$ cat src/rtl/i2s_tx_scheduler.sv
// rtl/i2s_tx_scheduler.sv - I2S transmit frame sequencer: lrclk generation, stereo-pair FIFO, underrun policy
module i2s_tx_scheduler #(
  parameter int SLOT_BITS  = 32,
  parameter int DATA_W     = 24,
  parameter int FIFO_DEPTH = 4
) (
  input  logic                          rst,
  input  logic                          sclk,
  input  logic                          en,
  input  logic [DATA_W-1:0]             in_left,
  input  logic [DATA_W-1:0]             in_right,
  input  logic                          in_valid,
  output logic                          in_ready,
  input  logic                          mute,
  input  logic                          underrun_mode,
  input  logic                          clr_underrun,
  output logic                          lrclk,
  output logic [DATA_W-1:0]             tx_data,
  output logic                          frame_start,
  output logic                          running,
  output logic [$clog2(FIFO_DEPTH):0]   fifo_level,
  output logic                          underrun_flag,
  output logic [15:0]                   underrun_cnt
);

  localparam int PTR_W = $clog2(FIFO_DEPTH);
  localparam int LVL_W = PTR_W + 1;
  localparam logic [LVL_W-1:0] FULL_LVL = LVL_W'(FIFO_DEPTH);
  localparam logic [7:0]       LAST_BIT = 8'(SLOT_BITS - 1);

  typedef enum logic [1:0] {ST_STOP, ST_RUN, ST_DRAIN} state_t;

  state_t             state;
  logic [7:0]         bit_cnt;
  logic [DATA_W-1:0]  hold_right;
  logic [DATA_W-1:0]  last_left;
  logic [DATA_W-1:0]  last_right;
  logic [PTR_W-1:0]   rd_ptr;
  logic [PTR_W-1:0]   wr_ptr;
  logic [DATA_W-1:0]  mem_left  [FIFO_DEPTH];
  logic [DATA_W-1:0]  mem_right [FIFO_DEPTH];

  logic               slot_end;
  logic               start_now;
  logic               stop_now;
  logic               fifo_empty;
  logic               do_push;
  logic               do_pop;
  logic               underrun;
  logic [DATA_W-1:0]  sel_left;
  logic [DATA_W-1:0]  sel_right;

  assign in_ready   = (fifo_level != FULL_LVL);
  assign fifo_empty = (fifo_level == '0);
  assign slot_end   = (bit_cnt == LAST_BIT);
  // A frame starts either straight out of STOP or at the end of a right slot while still enabled.
  assign start_now  = en && ((state == ST_STOP) || (slot_end && lrclk));
  assign stop_now   = !en && (state != ST_STOP) && slot_end && lrclk;
  assign do_push    = in_valid && in_ready;
  assign do_pop     = start_now && !fifo_empty;
  assign underrun   = start_now && fifo_empty;

  // Pick the pair for the next frame: FIFO head, else repeat-last or silence.
  always_comb begin
    sel_left  = '0;
    sel_right = '0;
    if (!fifo_empty) begin
      sel_left  = mem_left[rd_ptr];
      sel_right = mem_right[rd_ptr];
    end else if (underrun_mode) begin
      sel_left  = last_left;
      sel_right = last_right;
    end
  end

  // FIFO storage; contents need no reset since the pointers define validity.
  always_ff @(posedge sclk) begin
    if (do_push) begin
      mem_left[wr_ptr]  <= in_left;
      mem_right[wr_ptr] <= in_right;
    end
  end

  // Frame sequencer, FIFO bookkeeping and underrun accounting.
  always_ff @(posedge sclk or posedge rst) begin
    if (rst) begin
      state         <= ST_STOP;
      bit_cnt       <= '0;
      lrclk         <= 1'b1;
      tx_data       <= '0;
      hold_right    <= '0;
      last_left     <= '0;
      last_right    <= '0;
      frame_start   <= 1'b0;
      running       <= 1'b0;
      rd_ptr        <= '0;
      wr_ptr        <= '0;
      fifo_level    <= '0;
      underrun_flag <= 1'b0;
      underrun_cnt  <= '0;
    end else begin
      frame_start <= 1'b0;
      if (start_now) begin
        state       <= ST_RUN;
        running     <= 1'b1;
        lrclk       <= 1'b0;
        bit_cnt     <= '0;
        frame_start <= 1'b1;
        tx_data     <= mute ? '0 : sel_left;
        hold_right  <= mute ? '0 : sel_right;
        if (do_pop) begin
          last_left  <= mem_left[rd_ptr];
          last_right <= mem_right[rd_ptr];
          rd_ptr     <= rd_ptr + PTR_W'(1);
        end
      end else if (stop_now) begin
        state   <= ST_STOP;
        running <= 1'b0;
        bit_cnt <= '0;
        tx_data <= '0;
      end else if (state != ST_STOP) begin
        state <= en ? ST_RUN : ST_DRAIN;
        if (slot_end) begin
          lrclk   <= 1'b1;
          bit_cnt <= '0;
          tx_data <= hold_right;
        end else begin
          bit_cnt <= bit_cnt + 8'd1;
        end
      end

      if (do_push) begin
        wr_ptr <= wr_ptr + PTR_W'(1);
      end
      case ({do_push, do_pop})
        2'b10:   fifo_level <= fifo_level + LVL_W'(1);
        2'b01:   fifo_level <= fifo_level - LVL_W'(1);
        default: fifo_level <= fifo_level;
      endcase

      if (clr_underrun) begin
        underrun_flag <= 1'b0;
        underrun_cnt  <= '0;
      end else if (underrun) begin
        underrun_flag <= 1'b1;
        if (underrun_cnt != 16'hFFFF) begin
          underrun_cnt <= underrun_cnt + 16'd1;
        end
      end
    end
  end

endmodule

$ cat config.mk
export PLATFORM = sky130hd
export DESIGN_NAME = i2s_tx_scheduler
export DESIGN_NICKNAME = d
export VERILOG_FILES = /design/src/rtl/i2s_tx_scheduler.sv
export SDC_FILE = /design/constraint.sdc
export NUM_CORES = 1
export LEC_CHECK = 0
export ABC_CLOCK_PERIOD_IN_PS = 12500
export CAP_MARGIN = 10
export CORE_MARGIN = 2
export CORE_UTILIZATION = 38
export DETAILED_ROUTE_END_ITERATION = 12
export PLACE_DENSITY = 0.53
export SLEW_MARGIN = 40
export SYNTH_ARGS = -nofsm -noshare
export SYNTH_HDL_FRONTEND = slang
export SYNTH_SLANG_ARGS = --single-unit
$ cat constraint.sdc
create_clock -name sclk -period 12.5 [get_ports sclk]
set_input_delay 2.5 -clock sclk [delete_from_list [all_inputs] [get_ports sclk]]
set_output_delay 2.5 -clock sclk [all_outputs]
set_load 0.01 [all_outputs]
Word-level counts from Yosys, hierarchy flattened
Memories as Yosys holds them, arrays and structs flattened.
Cells that the tools add are included.
{"block": "op_classes", "n_addsub": 6, "eq_ne": 6, "n_mux": 33, "n_reduce_logical": 26}
{"cell": "$mux W24", "count": 10}
{"cell": "$mux W16", "count": 3}
{"cell": "$mux W8", "count": 4}
{"cell": "$add A16 B1 Y16 const B", "count": 1}
{"cell": "$ne A16 B16 Y1 const B", "count": 1}
{"cell": "$reduce_bool A2 Y1", "count": 7}
{"cell": "$mux W1", "count": 11}
{"cell": "$add A8 B1 Y8 const B", "count": 1}
{"cell": "$eq A8 B5 Y1 const B", "count": 1}
{"cell": "$logic_and A1 B1 Y1", "count": 8}
{"cell": "$mux W2", "count": 4}
{"cell": "$pmux W3 S2", "count": 1}
{"cell": "$reduce_and A2 Y1", "count": 3}
{"cell": "$reduce_bool A3 Y1", "count": 2}
{"cell": "$add A2 B1 Y2 const B", "count": 2}
{"cell": "$add A3 B1 Y3 const B", "count": 1}
{"cell": "$logic_not A3 Y1", "count": 1}
{"cell": "$ne A3 B3 Y1 const B", "count": 1}
{"cell": "$reduce_and A3 Y1", "count": 1}
{"cell": "$sub A3 B1 Y3 const B", "count": 1}
{"cell": "$eq A2 B1 Y1 const B", "count": 1}
{"cell": "$eq A2 B2 Y1 const B", "count": 1}
{"cell": "$logic_not A1 Y1", "count": 2}
{"cell": "$logic_not A2 Y1", "count": 1}
{"cell": "2 further kinds", "count": 2}
{"block": "totals", "register_bits": 133, "mem_bits_rw": 192, "input_bits": 55, "output_inout_bits": 48, "word_cells": 87, "n_memories": 2}
{"memory": "mem_left", "depth": 4, "width": 24, "rd": 1, "rd_ports_with_merged_regs": 0, "wr": 1, "line": "40", "source": "logic [DATA_W-1:0] mem_left [FIFO_DEPTH];"}
{"memory": "mem_right", "depth": 4, "width": 24, "rd": 1, "rd_ports_with_merged_regs": 0, "wr": 1, "line": "41", "source": "logic [DATA_W-1:0] mem_right [FIFO_DEPTH];"}

Logic depth before layout (Yosys ltp)
Gate-level depths: netlist (run 1).
{"block": "depth", "word_depth": 7, "ltp_mapped": 13}

Worst setup path after synthesis (run 1)
OpenSTA, ideal clock, no wires.
{"block": "synth_timing", "path_kind": "input to register", "start": "in en", "end": "reg fifo_level[2]", "setup_time_ns": 0.079, "t_arrival_ns": 4.251, "required_time_ns": 12.421, "path_slack_ns": 8.170, "cell_stages": 10, "n_path_buf": 3, "path_cell_list": "buf_1 and3_1 buf_6 buf_6 ha_1 inv_1 fa_1 xor2_1 nor2_1 xor2_1"}
{"block": "synth_between", "elab_chain_cells": 4, "elab_cells_between_ends": 6}
{"item": "start: declaration", "line": "9", "source": "input logic en,"}
{"item": "$logic_and A1 B1 Y1 (*)", "line": "57", "source": "assign start_now = en && ((state == ST_STOP) || (slot_end && lrclk));"}
{"item": "$logic_and A1 B1 Y1 (*)", "line": "60", "source": "assign do_pop = start_now && !fifo_empty;"}
{"item": "$eq A2 B1 Y1 or $eq A2 B2 Y1 (tied branches)", "line": "135", "source": "case ({do_push, do_pop})"}
{"item": "$pmux W3 S2 or $reduce_bool A2 Y1 (tied branches)"}
{"item": "end signal: assignment", "line": "136", "source": "2'b10: fifo_level <= fifo_level + LVL_W'(1);"}
{"item": "end signal: assignment", "line": "137", "source": "2'b01: fifo_level <= fifo_level - LVL_W'(1);"}
{"item": "end signal: assignment", "line": "138", "source": "default: fifo_level <= fifo_level;"}
{"item": "end: declaration", "line": "21", "source": "output logic [$clog2(FIFO_DEPTH):0] fifo_level,"}
Mark *: on every way between the ends. The rest lies on a longest branch, timed or not.
A chain may end at the register's enable or synchronous reset.

Worst setup path after layout (run 1)
{"block": "layout_timing", "start": "reg fifo_level[0]", "end": "out in_ready"}
{"block": "layout_between", "elab_chain_cells": 1}
{"item": "$ne A3 B3 Y1", "line": "53", "source": "assign in_ready = (fifo_level != FULL_LVL);"}
{"item": "end: declaration", "line": "13", "source": "output logic in_ready,"}
No other way between the ends.

==> results.ini, run 1 <==
[outcome]
status=finished, final reports clean

[setup_path]
cp_data_arrival_time_ns=1.89
crit_chain=inv_1, nand3_1, clkdlybuf4s50_1
critical_path.max_fanout=6
cp_data_required_time_ns=10.00
setup.worst_path.end_class=primary output
crit_slowest_cell=clkdlybuf4s50_1
timing.setup.critical_path_class=reg2out
reg2regPathDepth=8
max_stage_delay_ns=0.60
cpLargestDelayFamily=buffers and inverters
critical_path_cell_count=3
critPathBufInv=2
critical_path.startpoint_type=flop

[synthesis]
register_bit_total_from_synthesis=325
synthesis.area_sq_um=13400
synth_flop_cell=edfxtp_1
syn_nets=921
postSynth.asyncResetShare_pct=40.9
yosysWarningCount=0
synth_cells=858
synth.top_cell.area_share_pct=43.1
yosysUniqueCellTypes=51
synth_area_leaders=edfxtp_1 43%, dfrtp_1 25%, mux4_2 8.1%
synth_seq_area_share_pct=68.0
synth.avg_cell_area_sq_um=15.6
synth_edf_count=192
netlist.top_cell.by_area=edfxtp_1

[power_and_ir_drop]
power.share.sequential_pct=44.2
part_of_the_power_in_combinational_logic_pct=26.8
power-per-cell-area_nw_per_um2=225
p_sw_share_pct=29.3
power_frac_clock_pct=29.1
cell_internal_pwr_uw=2560
power_switching_uw=1060
peakVddDrop_uv=122
leakage_uw=0.00606

[timing]
setup_slack_ns=8.11
period_share_pct=35.1
setup_tns_ns=0
maxSlewHeadroom_pct=48.2
finalHoldViolations=0
worst_slew_pin_slew_ns=0.777
timing.final.setup_violations=0
clock-skew-final_ns=0.0148
rsz0062_at_grt=no
post-route-min-period_ns=4.39
max_freq_mhz=228
report.final.slew_viol_count=0

[drt]
drt_first_iter_violations=418
drt_pre_antenna_iters=6
vias_per_cell=5.25
route.detailed.wl_per_inst_um=20.5
dr_total_vias=7577
ant_nets=0
detail_route.wirelength_um=29600
detail_route.drc_violations=0

[grt]
initial_antenna_violation_count=0
grt_start_max_net_pins=78
track_usage_pct=16.5
grt_pass1_wl_um=46400
grt_pass1_vias=7861
globalRoute.totalOverflow=0

[clocking]
cts_max_level=2
cts.sinks=325
post_cts_resized=0
clock_latency_ns=0.52
cts_buffers=36
clkTransAtPathRegs_ns=0.05
cts_tree=built
holdBufCountCts=0
clockBufferDepth=3
cts-root-buf=clkbuf_16
postCtsSetupBuffers=0

[place]
post-dp-hpwl_um=17900
numPortBuffers=102
place.gp.congestion=0.739
detailedPlace.worstSlack_ns=7.79
place.detailed.instances=1376

[worst_hold_path]
worstHoldPathCells=2
worst_hold_path_type=reg2reg

[floorplanning]
fp.coreArea_sq_um=34600
initial_core_util_pct=38.6
overall_die_height_um=192
die_area_sq_um=36700
chipWidth_um=192
ioPinCount=103
floorplan.rows=68

[layout]
final_cell_mix=192 x edfxtp_1, 130 x dfrtp_1, 101 x clkdlybuf4s50_1, 84 x a21oi_1, 51 x and3_1
synthesis_to_layout_area_growth_pct=20.1
final_layout_size_suffix_gt1_share_pct=19.2
final.fill_count=3058
sequential_cell_area_sq_um=9100
number_of_antenna_repair_diodes=0
multi_input_area_sq_um=4020
final_util_pct=46.4
finalNetCount=1024
layout_commonest_cell=edfxtp_1
layoutNonFillerInstCount=1444

[run]
maximum_capacitance_violations=0

## routing by layer
layer / global-route usage [%] / part of all wire [%]
met1: 23.2 / 46
met2: 26.7 / 48
met3: 2.81 / 4.5
met4: 4.38 / 1.6
met5: 0 / 0
## final cells by class
type / instances / area share, %
flip-flops and latches: 325 / 56.6
clock inverters: 18 / 1.21
inverters: 9 / 0.241
repair buffers: 116 / 7.33
well taps: 455 / 3.54
multi-input cells: 473 / 25.0
clock buffers: 48 / 6.08
## tightest hold or removal path, delay by kind of cell (launching register included)
family	cells	cell delay, ns
DFF	1	0.34
AOI/OAI and AO/OA	1	0.06
and+or+nand+nor	1	0.05
## state kept, by name, summed over array words and instances (netlist names), 8 cells and up
register      cells
mem_left         96
tx_data          24
hold_right       24
bit_cnt           8
mem_right        96
underrun_cnt     16
last_right       24
last_left        24
## logic make-up (layout without fill, tap and decap cells)
group	Yosys count	count (layout)	share of synthesized area [%]
adders and majority gates	8	8	0.804
and+or+nand+nor	195	195	7.71
muxes	102	102	13.9
xor gates and xnor gates	10	10	0.655
DFF	325	325	68.0
AOI/OAI and AO/OA	158	158	6.68
buffers and inverters	60	191	2.27
## final timing paths
check                                from              to  slack [ns]
max                         fifo_level[0]        in_ready        8.11
min                        hold_right[18]  hold_right[18]        0.48
max reg2reg                    bit_cnt[0]      tx_data[2]        9.89
min reg2reg                hold_right[18]  hold_right[18]        0.48
max in group asynchronous             rst       rd_ptr[0]        8.87
min in group asynchronous             rst      bit_cnt[4]        2.44
## power groups by stage
stage | Combinational (uW) | Sequential [uW] | Clock, uW
2_1_floorplan | 676 | 1550 | 0
3_3_place_gp | 966 | 1620 | 0
3_5_place_dp | 987 | 1620 | 0
4_1_cts | 988 | 1610 | 1080
5_1_grt | 1060 | 1640 | 1120
6_report | 969 | 1600 | 1050
## through the flow
| stage | instance area (sq um) | hold WS [ns] | total power [uW] |
|---|---|---|---|
| 2_1_floorplan | 13400 | 0.450 | 2230 |
| 3_3_place_gp | 14800 | 0.464 | 2590 |
| 3_5_place_dp | 14900 | 0.472 | 2610 |
| 4_1_cts | 16000 | 0.485 | 3670 |
| 5_1_grt | 16100 | 0.508 | 3820 |
| 6_report | 16100 | 0.480 | 3620 |
## synthesized netlist by cell type, drive strengths merged, types with 5 or more instances
master	number
and3	56
mux2	51
edfxtp	192
or3	7
nor2	43
nand3	12
mux4	48
buf	19
clkbuf	32
nand2	46
dfrtp	132
nor3	6
xor2	5
inv	9
o22ai	24
ha	7
a21oi	85
o21ai	37
xnor2	5
Power figures use the tool's default switching activity.
==> run 2: changes to the inputs <==
ABC_CLOCK_PERIOD_IN_PS = 4400   (was 12500)
clock period = 4.4 ns   (was 12.5 ns; I/O delays follow)
==> results.ini, run 2 (synthesized netlist as in run 1, its figures left out) <==
[drt]
drt_first_iter_violations=455  ; was 418
dr_total_vias=7482  ; was 7,577
drt_pre_antenna_iters=4  ; was 6
route.detailed.wl_per_inst_um=20.4  ; was 20.5 um
detail_route.wirelength_um=29500  ; was 29,600 um
vias_per_cell=5.17  ; was 5.25
detail_route.drc_violations=0  ; unchanged
ant_nets=0  ; unchanged

[timing]
timing.final.setup_violations=0  ; unchanged
setup_slack_ns=1.64  ; was 8.11 ns
report.final.slew_viol_count=0  ; unchanged
worst_hold_slack_ns=0.481  ; was 0.480 ns
clock-skew-final_ns=0.0126  ; was 0.0148 ns
max_freq_mhz=362
maxSlewHeadroom_pct=45.8  ; was 48.2%
finalHoldViolations=0  ; unchanged
rsz0062_at_grt=no  ; unchanged
period_share_pct=62.8
worst_slew_pin_slew_ns=0.812  ; was 0.777 ns
setup_tns_ns=0  ; unchanged
post-route-min-period_ns=2.76

[grt]
initial_antenna_violation_count=0  ; unchanged
globalRoute.totalOverflow=0  ; unchanged
grt_pass1_wl_um=46200  ; was 46,400 um
grt_start_max_net_pins=63  ; was 78
grt_pass1_vias=7675  ; was 7,861
track_usage_pct=16.4  ; was 16.5%

[setup_path]
setup.worst_path.end_class=primary output  ; unchanged
cp-startpoint=fifo_level[0]  ; unchanged
timing.setup.critical_path_class=reg2out  ; unchanged
crit_reg_reg_startpoint=bit_cnt[0]  ; unchanged
max_stage_delay_ns=0.61  ; was 0.60 ns
critical_path.max_fanout=6  ; unchanged
regToRegEndpoint=fifo_level[2]  ; was tx_data[2]
crit_slowest_cell=clkdlybuf4s50_1  ; unchanged
critical_path.startpoint_type=flop  ; unchanged
cp_data_required_time_ns=3.52  ; was 10.00 ns
cp_data_arrival_time_ns=1.88  ; was 1.89 ns
crit_chain=inv_1, nand3_1, clkdlybuf4s50_1  ; unchanged
reg2regPathDepth=10  ; was 8
worst-r2r-setup-slack_ns=1.78  ; was 9.89 ns

[floorplanning]
overall_die_height_um=192  ; unchanged
chipWidth_um=192  ; unchanged
fp.coreArea_sq_um=34600  ; unchanged
ioPinCount=103  ; unchanged
die_area_sq_um=36700  ; unchanged
initial_core_util_pct=38.6  ; unchanged
floorplan.rows=68  ; unchanged

[layout]
final_cell_mix=192 x edfxtp_1, 130 x dfrtp_1, 101 x clkdlybuf4s50_1, 84 x a21oi_1, 51 x and3_1  ; unchanged
layout_commonest_cell=edfxtp_1  ; unchanged
synthesis_to_layout_area_growth_pct=20.7  ; was 20.1%
finalNetCount=1028  ; was 1,024
final_layout_size_suffix_gt1_share_pct=20.2  ; was 19.2%
number_of_antenna_repair_diodes=0  ; unchanged
multi_input_area_sq_um=4020  ; unchanged
layout_top_registers=mem_left (96), mem_right (96)  ; unchanged
sequential_cell_area_sq_um=9100  ; unchanged
final.fill_count=3005  ; was 3,058

[worst_hold_path]
worstHoldEndpoint=hold_right[2]  ; was hold_right[18]
worst_hold_startpoint=hold_right[2]  ; was hold_right[18]
worstHoldPathCells=2  ; unchanged
worst_hold_path_type=reg2reg  ; unchanged

[power_and_ir_drop]
power_switching_uw=3010  ; was 1060 uW
p_sw_share_pct=29.2  ; was 29.3%
leakage_uw=0.00610  ; was 0.00606 uW
power-per-cell-area_nw_per_um2=638  ; was 225 nW/um^2
part_of_the_power_in_combinational_logic_pct=27.0  ; was 26.8%
power.share.sequential_pct=44.1  ; was 44.2%
cell_internal_pwr_uw=7290  ; was 2560 uW
power_frac_clock_pct=28.9  ; was 29.1%
peakVddDrop_uv=255  ; was 122 uV

[place]
post-dp-hpwl_um=18600  ; was 17,900 um
place.gp.congestion=0.752  ; was 0.739
detailedPlace.worstSlack_ns=1.21  ; was 7.79 ns
numPortBuffers=102  ; unchanged

[clocking]
cts-root-buf=clkbuf_16  ; unchanged
clock_latency_ns=0.52  ; about the same
postCtsSetupBuffers=0  ; unchanged
post_cts_resized=0  ; unchanged
cts_tree=built  ; unchanged
holdBufCountCts=0  ; unchanged
cts_max_level=2  ; unchanged
cts_buffers=36  ; unchanged
clkTransAtPathRegs_ns=0.06  ; was 0.05 ns
cts.sinks=325  ; unchanged
clockBufferDepth=3  ; unchanged

[run]
maximum_capacitance_violations=0  ; unchanged

[outcome]
status=finished, final reports clean  ; unchanged

-- run 2: changes by cell type in the layout (fill, tap and decap cells not counted), sizes merged --
cell    change
clkinv      -5
clkbuf      +9
inv         -1
bufinv      -3
buf         +4
-- run 2: metrics by stage --
stage	total power, uW	utilization, %	instances	cell area (sq um)
6_report	10300	46.6	1448	16100
3_5_place_dp	7460	43.2	1382	15000
5_1_grt	10900	46.6	1448	16100
2_1_floorplan	6330	-	858	13400
3_3_place_gp	7350	42.9	1377	14900
4_1_cts	10500	46.6	1448	16100
-- run 2: power by group through the flow --
stage               clock network, uW  registers (uW)  logic [uW]
floorplan                           0            4410        1920
global placement                    0            4670        2680
detailed placement                  0            4610        2860
CTS                              3050            4560        2870
global route                     3180            4640        3030
finish                           2980            4540        2790
-- run 2: worst max-delay path: cells and delay by family, from the launching register on --
kind,cells,cell delay [ns]
buf+inv,2,0.72
simple gates,1,0.19
flops,1,0.46
-- run 2: metal layers --
layer	wire length (um)	part of all wire [%]	up-vias	global-route usage (%)
met2	14300	48	142	26.5
met1	13800	47	3822	23.6
met4	445	1.5	0	3.70
met5	0	0	-	0
met3	1050	3.6	31	2.54
li1	-	-	3487	-
-- run 2: how the worst max path moves through the flow --
stage | endpoint | slack (ns) | cells after the start
CTS | in_ready | 1.59 | 3
global placement | fifo_level[2] | 1.26 | 8
detailed placement | fifo_level[2] | 1.21 | 8
finish | in_ready | 1.64 | 3
global route | in_ready | 1.49 | 3
floorplan | fifo_level[2] | 1.69 | 10
-- run 2: area by class of cell --
class                   instances  share of cell area (%)
flip-flops and latches        325                    56.3
well taps                     455                    3.53
clock buffers                  57                    6.90
multi-input cells             473                    24.9
clock inverters                 9                   0.519
repair buffers                120                    7.59
inverters                       9                   0.232
==> run 3: changes to the inputs <==
ABC_CLOCK_PERIOD_IN_PS = 2640   (was 4400)
clock period = 2.64 ns   (was 4.4 ns; I/O delays follow)
==> results.ini, run 3 (synthesized netlist as in run 1, its figures left out) <==
[outcome]
status=finished, final reports clean  ; unchanged

[floorplanning]
initial_core_util_pct=38.6  ; unchanged
die_area_sq_um=36700  ; unchanged
fp.coreArea_sq_um=34600  ; unchanged
floorplan.rows=68  ; unchanged
chipWidth_um=192  ; unchanged
ioPinCount=103  ; unchanged
overall_die_height_um=192  ; unchanged

[power_and_ir_drop]
power-per-cell-area_nw_per_um2=1060  ; was 638 nW/um^2
peakVddDrop_uv=461  ; was 255 uV
leakage_uw=0.00619  ; was 0.00610 uW

[run]
maximum_capacitance_violations=0  ; unchanged

[clocking]
cts_tree=built  ; unchanged
cts-root-buf=clkbuf_16  ; unchanged
cts_max_level=2  ; unchanged
postCtsSetupBuffers=0  ; unchanged
clkTransAtPathRegs_ns=0.06  ; about the same
cts_buffers=36  ; unchanged
cts.sinks=325  ; unchanged
holdBufCountCts=0  ; unchanged
clock_latency_ns=0.51  ; was 0.52 ns
clockBufferDepth=3  ; unchanged
post_cts_resized=0  ; unchanged

[setup_path]
timing.setup.critical_path_class=reg2reg  ; was reg2out
max_stage_delay_ns=0.38  ; was 0.61 ns
setup.worst_path.end_class=flop  ; was primary output
crit_reg_reg_startpoint=bit_cnt[0]  ; unchanged
crit_chain=ha_1, and4_1, a31o_4, and3_4, ha_1, inv_1, fa_1, xor2_1, nor2_1, xor2_1  ; was inv_1, nand3_1, clkdlybuf4s50_1
critical_path.max_fanout=6  ; unchanged
worst-r2r-setup-slack_ns=0.20  ; was 1.78 ns
crit_slowest_cell=dfrtp_1  ; was clkdlybuf4s50_1
cp_data_arrival_time_ns=2.86  ; was 1.88 ns
cp_data_required_time_ns=3.06  ; was 3.52 ns
cp-startpoint=bit_cnt[0]  ; was fifo_level[0]
regToRegEndpoint=fifo_level[2]  ; unchanged
reg2regPathDepth=10  ; unchanged
critical_path.startpoint_type=flop  ; unchanged

[grt]
grt_pass1_vias=7837  ; was 7,675
track_usage_pct=16.6  ; was 16.4%
grt_start_max_net_pins=62  ; was 63
use_met2_pct=27.5  ; was 26.5%
globalRoute.totalOverflow=0  ; unchanged
grt_most_used_layer=met2  ; unchanged
groute.layer.met3.usage_pct=2.45  ; was 2.54%
initial_antenna_violation_count=0  ; unchanged
grt_pass1_wl_um=46500  ; was 46,200 um
grt.met1_usage_pct=23.4  ; was 23.6%

[drt]
dr_total_vias=7565  ; was 7,482
vias_per_cell=5.18  ; was 5.17
drt_pre_antenna_iters=6  ; was 4
detail_route.drc_violations=0  ; unchanged
drt_first_iter_violations=456  ; was 455
ant_nets=0  ; unchanged
route.detailed.wl_per_inst_um=20.2  ; was 20.4 um
detail_route.wirelength_um=29500  ; about the same

[layout]
final.fill_count=3010  ; was 3,005
layout_commonest_cell=edfxtp_1  ; unchanged
sequential_cell_area_sq_um=9100  ; unchanged
multi_input_area_sq_um=4000  ; was 4020 sq um
synthesis_to_layout_area_growth_pct=21.8  ; was 20.7%
final_cell_area_sq_um=16300  ; was 16,100 sq um
finalNetCount=1043  ; was 1,028
final_layout_size_suffix_gt1_share_pct=20.9  ; was 20.2%
final_cell_mix=192 x edfxtp_1, 130 x dfrtp_1, 102 x clkdlybuf4s50_1, 84 x a21oi_1, 51 x and3_1  ; was 192 x edfxtp_1, 130 x dfrtp_1, 101 x clkdlybuf4s50_1, 84 x a21oi_1, 51 x and3_1
layout_top_registers=mem_left (96), mem_right (96)  ; unchanged
number_of_antenna_repair_diodes=0  ; unchanged

[place]
post-dp-hpwl_um=18700  ; was 18,600 um
numPortBuffers=102  ; unchanged
place.gp.congestion=0.758  ; was 0.752
placed_cell_area_sq_um=15100  ; was 15,000 sq um

[timing]
maxSlewHeadroom_pct=60.3  ; was 45.8%
rsz0062_at_grt=no  ; unchanged
clock-skew-final_ns=0.0179  ; was 0.0126 ns
post-route-min-period_ns=2.44
max_freq_mhz=409
timing.final.setup_violations=0  ; unchanged
worst_hold_slack_ns=0.421  ; was 0.481 ns
worst_slew_pin_slew_ns=0.595  ; was 0.812 ns
period_share_pct=92.6
setup_tns_ns=0  ; unchanged
finalHoldViolations=0  ; unchanged
report.final.slew_viol_count=0  ; unchanged

[worst_hold_path]
worst_hold_path_type=in2async  ; was reg2reg

==> run 3: cell types whose count changed in the layout (fill, tap and decap cells not counted), sizes merged, moves of 2 or more <==
cell / previous run / this run
buf: 19 / 33
clkbuf: 57 / 49
clkinv: 5 / 10
bufinv: 1 / 3
inv: 10 / 8
==> run 3: where the power goes <==
group / switching, uW / leakage [uW] / internal, uW / total, uW
Clock: 1940 / 0.000569 / 2970 / 4920
Combinational: 2350 / 0.00222 / 2470 / 4820
Sequential: 711 / 0.00340 / 6790 / 7500
Total: 5010 / 0.00619 / 12200 / 17200
==> run 3: worst max-delay path, delay by kind of cell, from the launching register on <==
| family | cells | cell delay, ns |
|---|---|---|
| and+or+nand+nor | 3 | 0.67 |
| AOI/OAI and AO/OA | 1 | 0.19 |
| buffers and inverters | 1 | 0.06 |
| xor gates and xnor gates | 2 | 0.30 |
| adders and majority gates | 3 | 0.77 |
| DFF | 1 | 0.38 |
==> run 3: worst max path at each step <==
stage / endpoint / slack [ns] / cells past startpoint
2_1_floorplan: fifo_level[2] / 0.05 / 13
3_3_place_gp: fifo_level[2] / 0.24 / 10
4_1_cts: fifo_level[2] / 0.19 / 10
5_1_grt: fifo_level[2] / 0.02 / 10
6_report: fifo_level[2] / 0.20 / 10
3_5_place_dp: fifo_level[2] / 0.21 / 10
==> run 3: per-layer routing <==
layer	share of wire, %	wire, um
met1	45	13400
met2	49	14400
met3	4.3	1250
met4	1.4	419
met5	0	0
==> run 3: per-stage QoR <==
step	utilization, %	total power (uW)	setup slack (ns)	cells
finish	47.1	17200	0.195	1461
global route	47.1	18200	0.0238	1461
CTS	47.1	17500	0.192	1461
detailed placement	43.7	12500	0.205	1397
global placement	43.7	12500	0.239	1397
floorplan	-	10600	0.0544	858
==> run 3: final cells by class <==
type | count | area share (%)
flip-flops and latches | 325 | 55.8
multi-input cells | 473 | 24.6
well taps | 455 | 3.49
inverters | 9 | 0.230
repair buffers | 135 | 8.78
clock buffers | 49 | 6.20
clock inverters | 15 | 0.929
